**src/rtl/hazard_unit_if.sv**
```systemverilog
// Decode-side metadata and hazard controls between D stage and hazard_unit.
// master = pipeline/decode side, slave = hazard_unit.
interface hazard_unit_if;
  logic [4:0] dec_read_addr0;
  logic [4:0] dec_read_addr1;
  logic [1:0] dec_read_stage0;
  logic [1:0] dec_read_stage1;
  logic [4:0] dec_write_addr;
  logic [1:0] dec_write_stage;
  logic       stall;
  logic [1:0] fwd_d0;
  logic [1:0] fwd_d1;
  logic [1:0] fwd_e0;
  logic [1:0] fwd_e1;
  logic [1:0] fwd_m1;

  modport master (
    output dec_read_addr0, dec_read_addr1,
    output dec_read_stage0, dec_read_stage1,
    output dec_write_addr, dec_write_stage,
    input  stall, fwd_d0, fwd_d1,
    input  fwd_e0, fwd_e1, fwd_m1
  );

  modport slave (
    input  dec_read_addr0, dec_read_addr1,
    input  dec_read_stage0, dec_read_stage1,
    input  dec_write_addr, dec_write_stage,
    output stall, fwd_d0, fwd_d1,
    output fwd_e0, fwd_e1, fwd_m1
  );
endinterface

```
**src/rtl/hazard_unit.sv**
```systemverilog
// Stall/forward controller tracking writers in E, M, W slots.
// Optional HAZARD_STAT_EN adds a saturating stall_count output.
module hazard_unit (
  input  logic        clk,
  input  logic        reset,
  hazard_unit_if.slave hz
`ifdef HAZARD_STAT_EN
  ,
  output logic [31:0] stall_count
`endif
);

  localparam logic [1:0] STAGE_DECODE  = 2'd0;
  localparam logic [1:0] STAGE_EXECUTE = 2'd1;
  localparam logic [1:0] STAGE_MEM     = 2'd2;
  localparam logic [1:0] STAGE_MAX     = 2'd3;

  logic [4:0] e_wa, e_ra0, e_ra1;
  logic [1:0] e_ws;
  logic [4:0] m_wa, m_ra1;
  logic [1:0] m_ws;
  logic [4:0] w_wa;
  logic [1:0] w_ws;

  logic [1:0] nd0, nd1, ne0, ne1, nm1;
  logic       stall_w;

  // Nearest slot above stage c writing r; 0 = no match.
  function automatic logic [1:0] near(
    input logic [4:0] r,
    input logic [1:0] c,
    input logic [4:0] ea,
    input logic [4:0] ma,
    input logic [4:0] wa
  );
    near = STAGE_DECODE;
    if (r != 5'd0) begin
      if (c < STAGE_EXECUTE && ea == r)
        near = STAGE_EXECUTE;
      else if (c < STAGE_MEM && ma == r)
        near = STAGE_MEM;
      else if (wa == r)
        near = STAGE_MAX;
    end
  endfunction

  function automatic logic [1:0] ws_at(
    input logic [1:0] p,
    input logic [1:0] es,
    input logic [1:0] ms,
    input logic [1:0] wsv
  );
    unique case (p)
      STAGE_EXECUTE: ws_at = es;
      STAGE_MEM:     ws_at = ms;
      STAGE_MAX:     ws_at = wsv;
      default:       ws_at = 2'd0;
    endcase
  endfunction

  function automatic logic [1:0] sel(
    input logic [1:0] p,
    input logic [1:0] wsp
  );
    sel = (p != 2'd0 && p > wsp) ? p : 2'd0;
  endfunction

  // Only E/M producers can stall; W is always forwardable to D.
  function automatic logic hit(
    input logic [1:0] p,
    input logic [1:0] u,
    input logic [1:0] wsp
  );
    hit = (u != STAGE_MAX)
       && (p == STAGE_EXECUTE || p == STAGE_MEM)
       && ({1'b0, wsp} >= ({1'b0, u} + {1'b0, p}));
  endfunction

  always_comb begin
    nd0 = near(hz.dec_read_addr0, STAGE_DECODE,
               e_wa, m_wa, w_wa);
    nd1 = near(hz.dec_read_addr1, STAGE_DECODE,
               e_wa, m_wa, w_wa);
    ne0 = near(e_ra0, STAGE_EXECUTE, e_wa, m_wa, w_wa);
    ne1 = near(e_ra1, STAGE_EXECUTE, e_wa, m_wa, w_wa);
    nm1 = near(m_ra1, STAGE_MEM, e_wa, m_wa, w_wa);

    hz.fwd_d0 = sel(nd0, ws_at(nd0, e_ws, m_ws, w_ws));
    hz.fwd_d1 = sel(nd1, ws_at(nd1, e_ws, m_ws, w_ws));
    hz.fwd_e0 = sel(ne0, ws_at(ne0, e_ws, m_ws, w_ws));
    hz.fwd_e1 = sel(ne1, ws_at(ne1, e_ws, m_ws, w_ws));
    hz.fwd_m1 = sel(nm1, ws_at(nm1, e_ws, m_ws, w_ws));

    stall_w = hit(nd0, hz.dec_read_stage0,
                  ws_at(nd0, e_ws, m_ws, w_ws))
            | hit(nd1, hz.dec_read_stage1,
                  ws_at(nd1, e_ws, m_ws, w_ws));
    hz.stall = stall_w;
  end

  always_ff @(posedge clk) begin
    if (reset) begin
      e_wa  <= '0;
      e_ws  <= '0;
      e_ra0 <= '0;
      e_ra1 <= '0;
      m_wa  <= '0;
      m_ws  <= '0;
      m_ra1 <= '0;
      w_wa  <= '0;
      w_ws  <= '0;
    end else begin
      w_wa  <= m_wa;
      w_ws  <= m_ws;
      m_wa  <= e_wa;
      m_ws  <= e_ws;
      m_ra1 <= e_ra1;
      if (stall_w) begin
        e_wa  <= '0;
        e_ws  <= '0;
        e_ra0 <= '0;
        e_ra1 <= '0;
      end else begin
        e_wa  <= hz.dec_write_addr;
        e_ws  <= hz.dec_write_stage;
        e_ra0 <= hz.dec_read_addr0;
        e_ra1 <= hz.dec_read_addr1;
      end
    end
  end

`ifdef HAZARD_STAT_EN
  always_ff @(posedge clk) begin
    if (reset)
      stall_count <= '0;
    else if (stall_w && stall_count != 32'hFFFF_FFFF)
      stall_count <= stall_count + 32'd1;
  end
`endif

endmodule

```
**src/flat_wrapper.sv**
```systemverilog
// flat-port wrapper written by rule: the top's interface ports become plain ports
module hazard_unit_flat 
  (clk, reset, hz_dec_read_addr0, hz_dec_read_addr1, hz_dec_read_stage0, hz_dec_read_stage1, hz_dec_write_addr, hz_dec_write_stage, hz_stall, hz_fwd_d0, hz_fwd_d1, hz_fwd_e0, hz_fwd_e1, hz_fwd_m1);
  hazard_unit_if hz_i ();
  input  logic clk;
  input  logic reset;
  input wire logic [$bits(hz_i.dec_read_addr0)-1:0] hz_dec_read_addr0;
  input wire logic [$bits(hz_i.dec_read_addr1)-1:0] hz_dec_read_addr1;
  input wire logic [$bits(hz_i.dec_read_stage0)-1:0] hz_dec_read_stage0;
  input wire logic [$bits(hz_i.dec_read_stage1)-1:0] hz_dec_read_stage1;
  input wire logic [$bits(hz_i.dec_write_addr)-1:0] hz_dec_write_addr;
  input wire logic [$bits(hz_i.dec_write_stage)-1:0] hz_dec_write_stage;
  output wire logic [$bits(hz_i.stall)-1:0] hz_stall;
  output wire logic [$bits(hz_i.fwd_d0)-1:0] hz_fwd_d0;
  output wire logic [$bits(hz_i.fwd_d1)-1:0] hz_fwd_d1;
  output wire logic [$bits(hz_i.fwd_e0)-1:0] hz_fwd_e0;
  output wire logic [$bits(hz_i.fwd_e1)-1:0] hz_fwd_e1;
  output wire logic [$bits(hz_i.fwd_m1)-1:0] hz_fwd_m1;
  assign hz_i.dec_read_addr0 = hz_dec_read_addr0;
  assign hz_i.dec_read_addr1 = hz_dec_read_addr1;
  assign hz_i.dec_read_stage0 = hz_dec_read_stage0;
  assign hz_i.dec_read_stage1 = hz_dec_read_stage1;
  assign hz_i.dec_write_addr = hz_dec_write_addr;
  assign hz_i.dec_write_stage = hz_dec_write_stage;
  assign hz_stall = hz_i.stall;
  assign hz_fwd_d0 = hz_i.fwd_d0;
  assign hz_fwd_d1 = hz_i.fwd_d1;
  assign hz_fwd_e0 = hz_i.fwd_e0;
  assign hz_fwd_e1 = hz_i.fwd_e1;
  assign hz_fwd_m1 = hz_i.fwd_m1;
  hazard_unit u_core (.clk(clk), .reset(reset), .hz(hz_i));
endmodule
```
**config.mk**
```make
export PLATFORM = sky130hd
export DESIGN_NAME = hazard_unit_flat
export DESIGN_NICKNAME = d
export VERILOG_FILES = /design/src/rtl/hazard_unit_if.sv /design/src/rtl/hazard_unit.sv /design/src/flat_wrapper.sv
export SDC_FILE = /design/constraint.sdc
export NUM_CORES = 1
export LEC_CHECK = 0
export ABC_AREA = 1
export CORE_ASPECT_RATIO = 0.8
export CORE_MARGIN = 2
export CORE_UTILIZATION = 35
export DETAILED_ROUTE_END_ITERATION = 8
export PLACE_DENSITY = 0.59
export SLEW_MARGIN = 20
export SYNTH_ARGS = -nofsm -noshare
export SYNTH_HDL_FRONTEND = slang
export SYNTH_SLANG_ARGS = --single-unit
```
**constraint.sdc**
```tcl
create_clock -name clk -period 7.35 [get_ports clk]
set_input_delay 1.47 -clock clk [delete_from_list [all_inputs] [get_ports clk]]
set_output_delay 1.47 -clock clk [all_outputs]
set_load 0.05 [all_outputs]
```
==> run_results.csv, run 1 <==
group,metric,value,unit
die,fp.dieW,102,um
cells_and_area,most_common_library_cell_in_the_layout_ignoring_fill_and_taps,"nand2_1",
cells_and_area,n_antenna_cell,0,
logic_synthesis,yosysWarningCount,0,
timing,final-max-slew-violation-count,0,
timing,slew_headroom,42.3,%
cells_and_area,areaGrowthSynthToFinish,17.8,%
cts,max-clock-path-buffers,2,
cells_and_area,design.final.nets,509,
timing,totalNegativeSetupSlack,0,ns
routing,drt_iter0_markers,60,
logic_synthesis,ys.flop_type,"dfxtp_1",
place,placement.io_buffers,33,
timing,timing_hold_violations_final,0,
power_and_ir_drop,power_frac_clock,27.6,%
timing,fmax,153,MHz
timing,worst_pin_slew,0.863,ns
power_and_ir_drop,share_seq_of_total_power,43.0,%
logic_synthesis,synth-seq-cells,36,
routing,post-route-drc-count,0,
timing,final_period_minus_worst_setup_slack,6.52,ns
critical_path,critical_path_required,5.88,ns
global_routing,grt_pass1_vias,2390,
cts,tritoncts_num_sinks,36,
cells_and_area,final.fill_count,774,
power_and_ir_drop,swShare,34.9,%
routing,avgRoutedWirePerCell,11.2,um
timing,worst_hold_slack,0.456,ns
cts,worst_skew_pair.late_latency,0.30,ns
die,boundaryPins,34,
critical_path,worst_setup_path_end_kind,"output pin",
critical_path,critical_path_peak_fanout,5,
die,row_count,28,
logic_synthesis,synth_edf_count,0,
global_routing,gr-total-overflow,0,
cells_and_area,multi_input_comb_area,1620,um^2
cts,root_buffer,"clkbuf_8",
routing,detail_route.first_pass.iterations,4,
die,die_height,82.7,um
cts,cts-buffers-inserted,5,
place,dpl_wire_length,5140,um
critical_path,critical_path_class,"input port to output pin",
critical_path,worstPathArrival,5.05,ns
cts,post_cts.repair.setup_buffers,0,
cts,cts_hold_buf,0,
logic_synthesis,synth.area.top_cells,"dfxtp_1, nand2_1, nor2_1",
logic_synthesis,seq_area_frac_synth,26.6,%
die,initial_utilization,36.3,%
routing,finalWirelength,6380,um
global_routing,grt.total_usage,16.5,%
die,core_area,7460,um^2
cells_and_area,final-seq-area,721,um^2
logic_synthesis,syn_area_per_cell,6.27,um^2
routing,via_per_inst,4.42,
logic_synthesis,syn_area,2710,um^2
cells_and_area,layout-drive-gt1-share,5.18,%
cts,cts_resized,0,
routing,ant_nets,0,
critical_path,setup.worst_path.start_class,"input port",
place,placed_cells,560,
power_and_ir_drop,power_frac_comb,29.3,%
flow_run,max_cap_viols,0,
routing,route.vias.total,2509,
power_and_ir_drop,worst_ir_drop_vdd,0.0000730,V
cts,htree_levels,2,
cts,cts_tree,"done",
logic_synthesis,synth.lib_cells_used.distinct,31,
timing,min_period_over_period,88.8,%
global_routing,grt_max_degree,21,
cells_and_area,finish.cell_count_without_fillers,568,
power_and_ir_drop,p_leak,1.67,nW
cells_and_area,most-common-layout-cells,"nand2_1, nor2_1, inv_1",
cts,cts.reportedPaths.clkPinSlew,0.07,ns
die,die-area,8460,um^2
place,routabilityCongestion,0.855,
power_and_ir_drop,switching_power,0.179,mW
timing,finalSetupViolCount,0,
power_and_ir_drop,power_report.internal_total,0.334,mW
logic_synthesis,synthArstFlopShare,0,%
logic_synthesis,syn-instance-count,432,
logic_synthesis,netlist.area_leader.share,26.6,%
timing,finClkSkew,0.00874,ns
timing,rsz0062_at_grt,"no",
logic_synthesis,synthDominantAreaCellType,"dfxtp_1",
hold_path,worst_hold_path_type,"register to register",
global_routing,first_pass_grt_wire_length,10700,um
power_and_ir_drop,power_density,161,nW/um^2
global_routing,antenna_violations_before_repair,0,
logic_synthesis,synth_nets,479,
status,outcome,"finished, final reports clean",
power_and_ir_drop,design_power_total,0.513,mW
## worst max-delay path: stages
cell and delay, ns:
clkdlybuf4s50_1 0.57, inv_1 0.11, nand2_1 0.07, nand2_1 0.05, nor2_1 0.12, nand3_1 0.10, nand2_1 0.08, nand2_1 0.04
nand2_1 0.15, inv_1 0.10, ha_1 0.19, inv_1 0.07, fa_1 0.42, ha_1 0.29, a21boi_0 0.19, o211ai_1 0.14
nand2_1 0.09, clkdlybuf4s50_1 0.79
## through the flow
step | instance area (um^2) | setup WS [ns] | util (%)
2_1_floorplan | 2710 | 2.18 | -
3_3_place_gp | 3110 | 0.905 | 41.6
3_5_place_dp | 3110 | 0.849 | 41.6
4_1_cts | 3190 | 0.848 | 42.8
5_1_grt | 3190 | 0.546 | 42.8
6_report | 3190 | 0.825 | 42.8
## flip-flops by register name (all words and copies together) (netlist names)
register      flops
u_core.e_wa       5
u_core.m_wa       5
u_core.e_ra1      5
u_core.w_ws       2
u_core.m_ws       2
u_core.m_ra1      5
u_core.e_ws       2
u_core.w_wa       5
u_core.e_ra0      5
## cell families after synthesis
group | synth area share (%)
AO/OA/AOI/OAI | 4.44
XOR/XNOR | 7.76
adder cells (fa/ha/maj) | 11.6
buffers and inverters | 13.6
flip-flops | 26.6
AND/OR/NAND/NOR | 36.0
## area by class of cell
| class | count | share of cell area, % |
|---|---|---|
| multi-input cells | 305 | 50.7 |
| inverters | 81 | 9.53 |
| repair buffers | 33 | 10.4 |
| clock buffers | 7 | 2.39 |
| flip-flops and latches | 36 | 22.6 |
| well taps | 105 | 4.12 |
| clock inverters | 1 | 0.275 |
## cells in the mapped netlist, types with 4 or more instances
library cell  count
nand3_1          22
xor2_1            8
inv_2             8
ha_1             22
dfxtp_1          36
xnor2_1          16
nand2_1         121
nor2_1           75
buf_4             4
a21oi_1           8
nand4_1           4
o21ai_0           6
o21ai_1           4
inv_1            73
## metal layers
metal / track usage [%] / share of wire (%)
met5: 0 / 0
met4: 5.60 / 1.9
met3: 3.45 / 3.7
met2: 25.6 / 42
met1: 22.7 / 52
## power groups by stage
| stage | logic [mW] | clock network [mW] | registers, mW |
|---|---|---|---|
| finish | 0.151 | 0.142 | 0.221 |
| floorplan | 0.112 | 0 | 0.219 |
| global placement | 0.148 | 0 | 0.225 |
| global route | 0.172 | 0.157 | 0.222 |
| detailed placement | 0.151 | 0 | 0.225 |
| CTS | 0.152 | 0.146 | 0.220 |
## final timing paths
path,end,startpoint,cells past startpoint,slack (ns)
worst max-delay path,hz_stall,hz_dec_read_addr1[1],18,0.83
worst min-delay path,u_core.m_ws[1],u_core.e_ws[1],2,0.46
worst max register to register,u_core.e_ra1[1],u_core.m_wa[1],17,4.02
worst min register to register,u_core.m_ws[1],u_core.e_ws[1],2,0.46
(Power assumes the default switching activity.)
==> run 2, diff against run 1 <==
--- a/config.mk
+++ b/config.mk
@@ -9,6 +9,7 @@
 export CORE_ASPECT_RATIO = 0.8
 export CORE_MARGIN = 2
 export CORE_UTILIZATION = 35
+export CTS_BUF_LIST = sky130_fd_sc_hd__clkbuf_8
 export DETAILED_ROUTE_END_ITERATION = 8
 export PLACE_DENSITY = 0.59
 export SLEW_MARGIN = 20
==> run 2 against run 1 <==
Critical path depth is the same. Sequential share of layout area is the same. Flip-flop and latch count is the same. Die area is the same. Count of clock-buffer cells in the layout shrank 2. Register-to-register slack is essentially flat. Final cell count is the same. Non-clock buffer count is the same. Clock skew grew 0.0022 ns. Power shrank 0.38%.
==> run_results.csv, run 2 (synthesis results as in run 1) <==
group,metric,value,unit
power_and_ir_drop,design_power_total,0.511,mW
timing,fin_ws,0.831,ns
critical_path,critical-path-max-stage-delay,0.79,ns
timing,rsz0062_at_grt,"no",
timing,final-max-slew-violation-count,0,
routing,detail_route.first_pass.iterations,4,
timing,final_period_minus_worst_setup_slack,6.52,ns
power_and_ir_drop,p_leak,1.67,nW
timing,finClkSkew,0.0109,ns
critical_path,worstPathCellList,"clkdlybuf4s50_1 > inv_1 > nand2_1 > nand2_1 > nor2_1 > nand3_1 > nand2_1 > nand2_1 > nand2_1 > inv_1 > ha_1 > inv_1 > fa_1 > ha_1 > a21boi_0 > o211ai_1 > nand2_1 > clkdlybuf4s50_1",
place,place_area,3110,um^2
timing,finalSetupViolCount,0,
die,core_area,7460,um^2
critical_path,r2r_start,"u_core.m_wa[1]",
timing,fmax,153,MHz
routing,finalWirelength,6380,um
timing,totalNegativeSetupSlack,0,ns
critical_path,worstPathArrival,5.05,ns
power_and_ir_drop,power_density,160,nW/um^2
critical_path,critical_path_required,5.88,ns
critical_path,worst_setup_path_end_kind,"output pin",
power_and_ir_drop,worst_ir_drop_vdd,0.0000728,V
global_routing,gr-total-overflow,0,
global_routing,first_pass_grt_wire_length,10700,um
cts,max-clock-path-buffers,2,
cts,htree_levels,2,
cells_and_area,stdcell_area,3190,um^2
cts,cts_resized,0,
routing,post-route-drc-count,0,
cts,tritoncts_num_sinks,36,
cts,cts_tree,"done",
cells_and_area,finish.cell_count_without_fillers,568,
routing,avgRoutedWirePerCell,11.2,um
critical_path,critPathLaunch,"hz_dec_read_addr1[1]",
cts,root_buffer,"clkbuf_8",
cells_and_area,areaGrowthSynthToFinish,17.8,%
timing,worst_pin_slew,0.881,ns
routing,drt_iter0_markers,59,
die,fp.dieW,102,um
cts,worst_skew_pair.late_latency,0.30,ns
routing,route.vias.total,2519,
critical_path,cpMostUsedCell,"nand2_1",
place,dpl_wire_length,5140,um
place,routabilityCongestion,0.855,
cells_and_area,most_common_library_cell_in_the_layout_ignoring_fill_and_taps,"nand2_1",
status,outcome,"finished, final reports clean",
place,placement.io_buffers,33,
die,row_count,28,
global_routing,grt_pass1_vias,2390,
cells_and_area,most-common-layout-cells,"nand2_1, inv_1, nor2_1",
hold_path,worst_hold_path_type,"register to register",
hold_path,timing.hold.worst.start,"u_core.e_ws[1]",
die,boundaryPins,34,
global_routing,antenna_violations_before_repair,0,
die,initial_utilization,36.3,%
critical_path,critical_path_class,"input port to output pin",
cells_and_area,layout-drive-gt1-share,5.18,%
critical_path,crit_slowest_cell,"clkdlybuf4s50_1",
critical_path,setup.worst_path.start_class,"input port",
cts,cts-buffers-inserted,5,
die,die_height,82.7,um
place,placed_cells,560,
critical_path,critical_path_peak_fanout,5,
global_routing,grt_max_degree,21,
place,dpl_worst_slack,0.849,ns
cts,cts.reportedPaths.clkPinSlew,0.07,ns
cells_and_area,design.final.nets,509,
global_routing,grt.total_usage,16.5,%
timing,min_period_over_period,88.7,%
timing,timing_hold_violations_final,0,
die,die-area,8460,um^2
timing,slew_headroom,41.1,%
cts,cts_hold_buf,0,
routing,via_per_inst,4.43,
cells_and_area,n_antenna_cell,0,
routing,ant_nets,0,
cts,post_cts.repair.setup_buffers,0,
flow_run,max_cap_viols,0,
==> run 2: report_power, final <==
group	total (mW)	switching (mW)	leakage, nW	internal, mW
Sequential	0.221	0.0145	0.297	0.206
Clock	0.140	0.0748	0.0507	0.0650
Combinational	0.151	0.0907	1.33	0.0598
==> run 2: worst max-delay path: cells and delay by family <==
family	cells	cell delay [ns]
AOI/OAI and AO/OA	2	0.33
adders and majority gates	3	0.90
buffers and inverters	5	1.63
and+or+nand+nor	8	0.70
==> run 2: per-layer routing <==
layer | GRT usage [%] | up-vias | part of all wire [%]
li1 | - | 1350 | -
met1 | 22.7 | 1102 | 51
met2 | 25.6 | 57 | 43
met3 | 3.45 | 10 | 4.8
met4 | 5.60 | 0 | 1.9
met5 | 0 | - | 0
==> run 2: final cells by class <==
class / count / area [um^2]
Multi-Input combinational cell: 305 / 1620
Fill cell: 774 / 4270
Sequential cell: 36 / 721
Timing Repair Buffer: 33 / 330
Tap cell: 105 / 131
Clock buffer: 5 / 68.8
Clock inverter: 3 / 16.3
Inverter: 81 / 304
==> run 2: final timing paths <==
kind                     end  slack [ns]  cells past startpoint
min           u_core.m_ws[1]        0.46                      2
max reg2reg  u_core.e_ra1[1]        4.03                     17
min reg2reg   u_core.m_ws[1]        0.46                      2
max                 hz_stall        0.83                     18
==> run 2: per-stage QoR <==
stage / utilization (%) / hold WS (ns)
after floorplan: - / 0.416
after global routing: 42.8 / 0.464
after CTS: 42.8 / 0.447
after detailed placement: 41.6 / 0.446
after global placement: 41.6 / 0.442
final: 42.8 / 0.456
==> run 3, diff against run 2 <==
--- a/config.mk
+++ b/config.mk
@@ -7,7 +7,6 @@
 export LEC_CHECK = 0
 export ABC_AREA = 1
 export CORE_ASPECT_RATIO = 0.8
-export CORE_MARGIN = 2
 export CORE_UTILIZATION = 35
 export CTS_BUF_LIST = sky130_fd_sc_hd__clkbuf_8
 export DETAILED_ROUTE_END_ITERATION = 8
==> run 3 against run 2 <==
Critical path depth unchanged. Die area is 4.3% lower. Routed wire length increased by 0.28%. Combinational power is essentially flat. Flip-flop and latch count did not move. Core utilization increased by 0.61 points. Final area is 0.94% higher. First-iteration DRC count is 46% higher. Critical path type unchanged. Largest cell class unchanged. Largest power group unchanged.
==> run_results.csv, run 3 (synthesis results as in run 1) <==
group,metric,value,unit
place,dpl_wire_length,5160,um
critical_path,cpMostUsedCell,"nand2_1",
timing,worst_hold_slack,0.461,ns
critical_path,cpLargestDelayFamily,"buffers and inverters",
cells_and_area,n_antenna_cell,0,
timing,totalNegativeSetupSlack,0,ns
critical_path,crit_slowest_cell,"clkdlybuf4s50_1",
timing,final-max-slew-violation-count,0,
die,boundaryPins,34,
cts,cts_hold_buf,0,
timing,fmax,154,MHz
hold_path,worst_hold_path_type,"register to register",
timing,finClkSkew,0.00380,ns
critical_path,worstPathCellList,"clkdlybuf4s50_1 > inv_1 > nand2_1 > nand2_1 > nor2_1 > nand3_1 > nand2_1 > nand2_1 > nand2_1 > inv_1 > ha_1 > inv_1 > fa_1 > ha_1 > a21boi_0 > o211ai_1 > nand2_1 > clkdlybuf4s50_1",
routing,finalWirelength,6390,um
power_and_ir_drop,power_density,172,nW/um^2
timing,worst_pin_slew,0.875,ns
cells_and_area,most_common_library_cell_in_the_layout_ignoring_fill_and_taps,"nand2_1",
cts,tritoncts_num_sinks,36,
cts,post_cts.repair.setup_buffers,0,
power_and_ir_drop,worst_ir_drop_vdd,0.000153,V
critical_path,setup.worst_path.start_class,"input port",
cells_and_area,final.fill_count,795,
timing,slew_headroom,41.5,%
critical_path,critical_path_peak_fanout,5,
die,die-area,8090,um^2
timing,final_period_minus_worst_setup_slack,6.48,ns
cts,cts_resized,0,
place,dpl_worst_slack,0.852,ns
cells_and_area,finish.cell_count_without_fillers,568,
critical_path,critical_path_buf_inv_count,5,
cells_and_area,design.final.nets,509,
critical_path,critical_path_class,"input port to output pin",
global_routing,first_pass_grt_wire_length,10900,um
routing,detail_route.first_pass.iterations,4,
routing,route.vias.total,2531,
power_and_ir_drop,design_power_total,0.555,mW
critical_path,worst_setup_path_end_kind,"output pin",
routing,via_per_inst,4.46,
cells_and_area,stdcell_area,3220,um^2
place,place_area,3110,um^2
cts,cts.reportedPaths.clkPinSlew,0.08,ns
global_routing,grt.total_usage,17.3,%
global_routing,gr-total-overflow,0,
cts,cts_tree,"done",
cts,root_buffer,"clkbuf_8",
routing,post-route-drc-count,0,
critical_path,critical-path-max-stage-delay,0.79,ns
timing,finalSetupViolCount,0,
die,die_height,80.7,um
critical_path,worstPathArrival,5.01,ns
routing,ant_nets,0,
power_and_ir_drop,p_leak,1.68,nW
die,initial_utilization,36.5,%
die,row_count,28,
cts,cts-buffers-inserted,5,
cts,max-clock-path-buffers,2,
die,fp.dieW,100,um
flow_run,max_cap_viols,0,
cts,htree_levels,2,
cells_and_area,most-common-layout-cells,"nand2_1, nor2_1, inv_1",
cells_and_area,layout-drive-gt1-share,5.62,%
timing,timing_hold_violations_final,0,
timing,min_period_over_period,88.1,%
routing,avgRoutedWirePerCell,11.3,um
place,routabilityCongestion,0.811,
global_routing,grt_max_degree,21,
die,core_area,7430,um^2
global_routing,grt_pass1_vias,2341,
cts,worst_skew_pair.late_latency,0.30,ns
cells_and_area,areaGrowthSynthToFinish,18.9,%
place,placement.io_buffers,33,
critical_path,critical_path_required,5.88,ns
timing,fin_ws,0.872,ns
place,placed_cells,560,
routing,drt_iter0_markers,86,
timing,rsz0062_at_grt,"no",
global_routing,antenna_violations_before_repair,0,
cells_and_area,utilization_of_the_core_after_routing,43.4,%
status,outcome,"finished, final reports clean",
-- run 3: cell count changes in the layout (fill, tap and decap cells not counted) --
cell	delta
inv_6	+1
bufinv_16	+1
inv_1	-2
clkinv_4	-1
clkinvlp_4	+1
-- run 3: report_power, final --
group,total [mW],leakage (nW),switching [mW],internal [mW]
registers,0.221,0.297,0.0146,0.206
logic,0.150,1.33,0.0904,0.0598
clock network,0.184,0.0548,0.0817,0.102
total,0.555,1.68,0.187,0.368
-- run 3: layer usage --
layer  wire length (um)  track usage, %  up-vias
li1                   -               -     1349
met1               3300            23.9     1112
met2               2760            27.5       63
met3                266            2.70        7
met4                 67            5.51        0
met5                  0               0        -
-- run 3: cell type report --
cell class | count | area (um^2) | share of cell area (%)
Multi-Input combinational cell | 305 | 1620 | 50.3
Tap cell | 105 | 131 | 4.08
Sequential cell | 36 | 721 | 22.4
Timing Repair Buffer | 33 | 330 | 10.3
Clock buffer | 5 | 68.8 | 2.14
Inverter | 81 | 304 | 9.44
Clock inverter | 3 | 46.3 | 1.44
-- run 3: worst paths after layout --
kind                        start               to  slack [ns]  depth (start not counted)
max reg2reg        u_core.w_wa[2]  u_core.e_ra0[2]        3.98                         18
min                u_core.e_ws[1]   u_core.m_ws[1]        0.46                          2
max          hz_dec_read_addr1[1]         hz_stall        0.87                         18
min reg2reg        u_core.e_ws[1]   u_core.m_ws[1]        0.46                          2
-- run 3: worst reg2reg max path, delay by kind of cell, from the launching register on --
family / cells / cell delay, ns
compound gates: 2 / 0.36
fa+ha+maj: 3 / 0.92
buf+inv: 4 / 0.34
flops: 1 / 0.57
simple gates: 9 / 1.12
